### src/rtl/counter_nbit_sync_updown.sv
// -----------------------------------------------------------------------------
// counter_nbit_sync_updown
//
// Parametrised synchronous up/down modulo counter for the controller datapath.
// It counts over 0..MOD-1 and has an enable, a direction input, a synchronous
// clear, a clamped parallel load, a combinational terminal-count output and a
// registered wrap pulse. The legacy fixed 4-bit binary counter is the
// WIDTH=4, MOD=16 instance of this block.
//
// Parameters:
//   WIDTH     - counter width in bits (1..32)
//   modulus   - parameter MOD, q spans 0..MOD-1 (2..2**WIDTH)
//   RESET_VAL - value of q after clear (must be < MOD)
//
// Ports:
//   clk   in   rising-edge clock
//   clr_n in   asynchronous clear, active-low (q=RESET_VAL, wrap=0)
//   sclr  in   synchronous clear to RESET_VAL (highest edge priority)
//   load  in   synchronous parallel load of d, clamped to MOD-1
//   en    in   count enable
//   up    in   direction: 1 = increment, 0 = decrement
//   d     in   parallel load value [WIDTH]
//   q     out  registered count value [WIDTH]
//   tc    out  terminal count, combinational: en & (at limit for direction)
//   wrap  out  registered one-cycle pulse, a wrap occurred on the last edge
//
// Optional feature (macro COUNTER_SAT_EN):
//   defined     - saturating mode: counting past a limit holds q, wrap is 0
//   not defined - modulo wrap-around, wrap pulse active
// -----------------------------------------------------------------------------
module counter_nbit_sync_updown #(
    parameter int                WIDTH     = 4,
    parameter longint unsigned   MOD       = 64'd16,
    parameter int                RESET_VAL = 0
) (
    input  logic             clk,
    input  logic             clr_n,
    input  logic             sclr,
    input  logic             load,
    input  logic             en,
    input  logic             up,
    input  logic [WIDTH-1:0] d,
    output logic [WIDTH-1:0] q,
    output logic             tc,
    output logic             wrap
);

    // The modulus parameter is 64-bit so that 2**32 is representable when WIDTH = 32.
    localparam logic [WIDTH-1:0] MAX_VAL  = WIDTH'(MOD - 64'd1);
    localparam logic [WIDTH-1:0] RST_VAL  = WIDTH'(RESET_VAL);
    localparam logic [WIDTH-1:0] ZERO_VAL = '0;
    localparam logic [WIDTH-1:0] ONE_VAL  = WIDTH'(32'd1);

    logic [WIDTH-1:0] q_r;
    logic             wrap_r;
    logic [WIDTH-1:0] q_nxt_s;
    logic             wrap_nxt_s;
    logic             at_max_s;
    logic             at_zero_s;

    // Limit detection on the current count.
    always_comb begin
        at_max_s  = (q_r == MAX_VAL);
        at_zero_s = (q_r == ZERO_VAL);
    end

    // Next-state selection: sclr > load > en > hold. The limit compare is
    // always applied, so the increment/decrement never relies on native
    // WIDTH-bit overflow and q can never reach MOD or beyond.
    always_comb begin
        q_nxt_s    = q_r;
        wrap_nxt_s = 1'b0;
        if (sclr) begin
            q_nxt_s = RST_VAL;
        end else if (load) begin
            if (d > MAX_VAL) begin
                q_nxt_s = MAX_VAL;
            end else begin
                q_nxt_s = d;
            end
        end else if (en) begin
            if (up) begin
                if (at_max_s) begin
`ifdef COUNTER_SAT_EN
                    q_nxt_s    = MAX_VAL;
`else
                    q_nxt_s    = ZERO_VAL;
                    wrap_nxt_s = 1'b1;
`endif
                end else begin
                    q_nxt_s = q_r + ONE_VAL;
                end
            end else begin
                if (at_zero_s) begin
`ifdef COUNTER_SAT_EN
                    q_nxt_s    = ZERO_VAL;
`else
                    q_nxt_s    = MAX_VAL;
                    wrap_nxt_s = 1'b1;
`endif
                end else begin
                    q_nxt_s = q_r - ONE_VAL;
                end
            end
        end else begin
            q_nxt_s = q_r;
        end
    end

    // Count and wrap registers; clr_n aborts anything in flight immediately.
    always_ff @(posedge clk or negedge clr_n) begin
        if (!clr_n) begin
            q_r    <= RST_VAL;
            wrap_r <= 1'b0;
        end else begin
            q_r    <= q_nxt_s;
            wrap_r <= wrap_nxt_s;
        end
    end

    // Terminal count is combinational so it can enable a cascaded stage on
    // the same edge; it deliberately ignores sclr and load.
    always_comb begin
        tc = en & ((up & at_max_s) | (~up & at_zero_s));
    end

    assign q    = q_r;
    assign wrap = wrap_r;

endmodule

### config.mk
export PLATFORM = sky130hd
export DESIGN_NAME = counter_nbit_sync_updown
export DESIGN_NICKNAME = d
export VERILOG_FILES = /design/src/rtl/counter_nbit_sync_updown.sv
export SDC_FILE = /design/constraint.sdc
export NUM_CORES = 1
export LEC_CHECK = 0
export CORE_AREA = 2 2 39 41
export CTS_CLUSTER_DIAMETER = 120
export DETAILED_ROUTE_END_ITERATION = 8
export DIE_AREA = 0 0 41 43
export DONT_BUFFER_PORTS = 1
export GPL_TIMING_DRIVEN = 0
export PLACE_DENSITY_LB_ADDON = 0.25
export SLEW_MARGIN = 20
export SYNTH_ARGS = -nofsm -noshare
export SYNTH_HDL_FRONTEND = slang
export SYNTH_SLANG_ARGS = --single-unit
### constraint.sdc
create_clock -name clk -period 1.4 [get_ports clk]
set_input_delay 0.14 -clock clk [delete_from_list [all_inputs] [get_ports clk]]
set_output_delay 0.14 -clock clk [all_outputs]
set_load 0.01 [all_outputs]
==> impl_metrics.json <==
{
  "syn-num-nets": 62,
  "slew_violations": 0,
  "synth.avg_cell_area_um2": 8.38,
  "drive_gt1_frac": 0.390,
  "grt_pass1_wl_um": 1750,
  "numCtsBuffers": 3,
  "rr_endpoint": "q[2]$_DFFE_PN0P_",
  "critPathMaxStageDelay_ns": 0.47,
  "n_fill_cell": 137,
  "hold_slack_ns": 0.0334,
  "die-area_um2": 1760,
  "clock_skew_ns": 0.00110,
  "rr_worst_depth": 7,
  "worst_slack_ns": -0.151,
  "hpwl_um": 668,
  "crit_fanout": 7,
  "synth_cell_types": 23,
  "postRouteAntennaNets": 0,
  "start_util": 0.297,
  "leakage_nw": 0.235,
  "num_antenna_cells": 0,
  "yosysSeqAreaShare": 0.305,
  "grt_max_degree": 9,
  "drc": 0,
  "hold_path.class": "in -> reg",
  "final_util": 0.423,
  "postSynthCellCount": 49,
  "finalCritPeriodShare": 1.11,
  "rsz0062_at_grt": "true",
  "grt_pass1_vias": 395,
  "clk_path_buf_depth": 2,
  "cts_tree": "done",
  "std_cell_rows": 14,
  "r2r_slack_ns": -0.10,
  "antenna_found_initial": 0,
  "nets": 73,
  "fin_total_pwr_mw": 0.492,
  "endpoint_kind": "output pin",
  "vias_per_cell": 5.15,
  "max_slew.worst_pin.slew_ns": 0.430,
  "portBuffers": 0,
  "ys_seq_elements": 5,
  "coreArea_um2": 1380,
  "drt_wl_total_um": 1070,
  "io_pins": 16,
  "violations": "setup timing",
  "root_buffer": "clkbuf_4",
  "crit_path_start_kind": "flip-flop",
  "grt-ovfl-total": 0,
  "period_needed_ns": 1.55,
  "cp.arrival_ns": 1.41,
  "synth_area_leaders": "dfrtp_1, ha_1, a21oi_1",
  "dp_worst_setup_slack_ns": -0.164,
  "cp_top_family": "flip-flops",
  "cp_slowest_cell": "dfrtp_2",
  "htree_levels": 1,
  "gp_congestion": 0.652,
  "power_density_nw_per_um2": 841,
  "max_freq_mhz": 645,
  "syn_to_final_growth_pct": 42.7,
  "post_drt_wl_per_cell_um": 14.3,
  "fin_area_um2": 586,
  "hp-start": "load",
  "yosys.area.top_type": "dfrtp_1",
  "worstReg2RegStart": "q[0]$_DFFE_PN0P_",
  "setup_viol": 4,
  "path_cells": "inv_2 -> ha_4 -> nand2b_4 -> o31ai_4 -> and2_4",
  "numClockSinks": 5,
  "outcome": "complete, but fails checks",
  "cap_violations": 0,
  "critical_path_class": "reg -> out",
  "drt_first_iter_violations": 8,
  "insertion_delay_ns": 0.24,
  "timing.critical_path.buf_inv": 1,
  "clkTransAtPathRegs_ns": 0.04,
  "die_x_um": 41,
  "critPathRequiredTime_ns": 1.26,
  "yosysWarnings": 0,
  "max-slew-margin-rel": 0.713,
  "final_hold_viol_count": 0,
  "hold_end": "q[0]$_DFFE_PN0P_",
  "die_y_um": 43,
  "synth_top_area_frac": 0.305,
  "track_usage": 0.149,
  "drtPass1Iterations": 4,
  "ir_drop_uv": 384,
  "holdPathStages": 2,
  "vias": 386,
  "synthesis.area_um2": 410,
  "place_area_um2": 433
}
-- cells in the final DEF, fill, tap and decap left out, drive strengths merged, types with 2 or more instances in the layout --
| master | count |
|---|---|
| a21oi | 7 |
| inv | 6 |
| clkbuf | 6 |
| nand2 | 5 |
| dfrtp | 5 |
| dlygate4sd3 | 3 |
| buf | 3 |
| ha | 3 |
| xor2 | 2 |
| nor2 | 2 |
| nand2b | 2 |
| o31ai | 2 |
| o21ai | 2 |
-- sequential cells by signal (all words and copies together), names as in the netlist --
| register | count |
|---|---|
| wrap | 1 |
| q | 4 |
-- power breakdown --
group	internal, mW	switching [mW]
sequential	0.156	0.0259
combinational	0.0747	0.0712
clock	0.108	0.0574
-- metal layers --
layer	up-vias	global-route usage	routed length, µm
met1	177	0.202	460
met4	0	0.0600	0
met2	19	0.222	539
met5	-	0	0
met3	0	0.0314	70
li1	190	-	-
-- cells in the mapped netlist, drive strengths merged --
| cell | count |
|---|---|
| a21bo | 1 |
| a21oi | 7 |
| a221oi | 1 |
| a311o | 1 |
| a41oi | 1 |
| and2 | 1 |
| clkbuf | 2 |
| dfrtp | 5 |
| ha | 3 |
| inv | 6 |
| mux2 | 1 |
| mux2i | 1 |
| nand2 | 5 |
| nand2b | 2 |
| nand4 | 1 |
| nor2 | 2 |
| nor3b | 1 |
| o21ai | 2 |
| o21bai | 1 |
| o31ai | 2 |
| or4 | 1 |
| xor2 | 2 |
-- final cells by class --
type | count | area, µm² | area share
plain buffers | 2 | 7.51 | 0.0128
clock buffers | 4 | 26.3 | 0.0449
inverters | 6 | 25.0 | 0.0427
multi-input cells | 36 | 325 | 0.556
flip-flops and latches | 5 | 129 | 0.220
well taps | 16 | 20.0 | 0.0342
repair buffers | 6 | 52.6 | 0.0897
-- through the flow --
step	TNS [ns]	std cells
2_1_floorplan	0	49
3_3_place_gp	-0.354	65
3_5_place_dp	-0.311	65
4_1_cts	-0.453	75
5_1_grt	-0.681	75
6_report	-0.372	75
-- timing repair --
item | 4_1_cts | 5_1_grt
setup buffers | 3 | 0
endpoints found under the setup margin | 5 | 5
pin swaps | 6 | 6
resized for setup | 13 | 3
hold endpoints to repair | 9 | 0
hold buffers | 3 | 0
-- logic make-up after synthesis --
logic type | synth area share
AOI/OAI and AO/OA | 0.274
buffers and inverters | 0.0732
and+or+nand+nor | 0.162
DFF | 0.305
adders and majority gates | 0.0915
muxes | 0.0518
xor gates and xnor gates | 0.0427
-- how the worst max path moves through the flow --
stage                     cells past startpoint               end  slack [ns]              from
after global placement                        6    wrap$_DFF_PN0_       -0.19  q[0]$_DFFE_PN0P_
after CTS                                     5                tc       -0.18  q[0]$_DFFE_PN0P_
after floorplan                               4  q[3]$_DFFE_PN0P_       0.005  q[0]$_DFFE_PN0P_
final                                         5                tc       -0.15  q[0]$_DFFE_PN0P_
after detailed placement                      6    wrap$_DFF_PN0_       -0.16  q[0]$_DFFE_PN0P_
after global routing                          4                tc       -0.21  q[0]$_DFFE_PN0P_
-- worst reg2reg max path, delay by kind of cell, from the launching register on --
kind	cells	cell delay, ns
buffers and inverters	2	0.24
adder cells (fa/ha/maj)	1	0.15
flip-flops	1	0.46
multiplexers	1	0.26
AO/OA/AOI/OAI	3	0.32
Note: power is estimated with default switching activity, not from simulation.
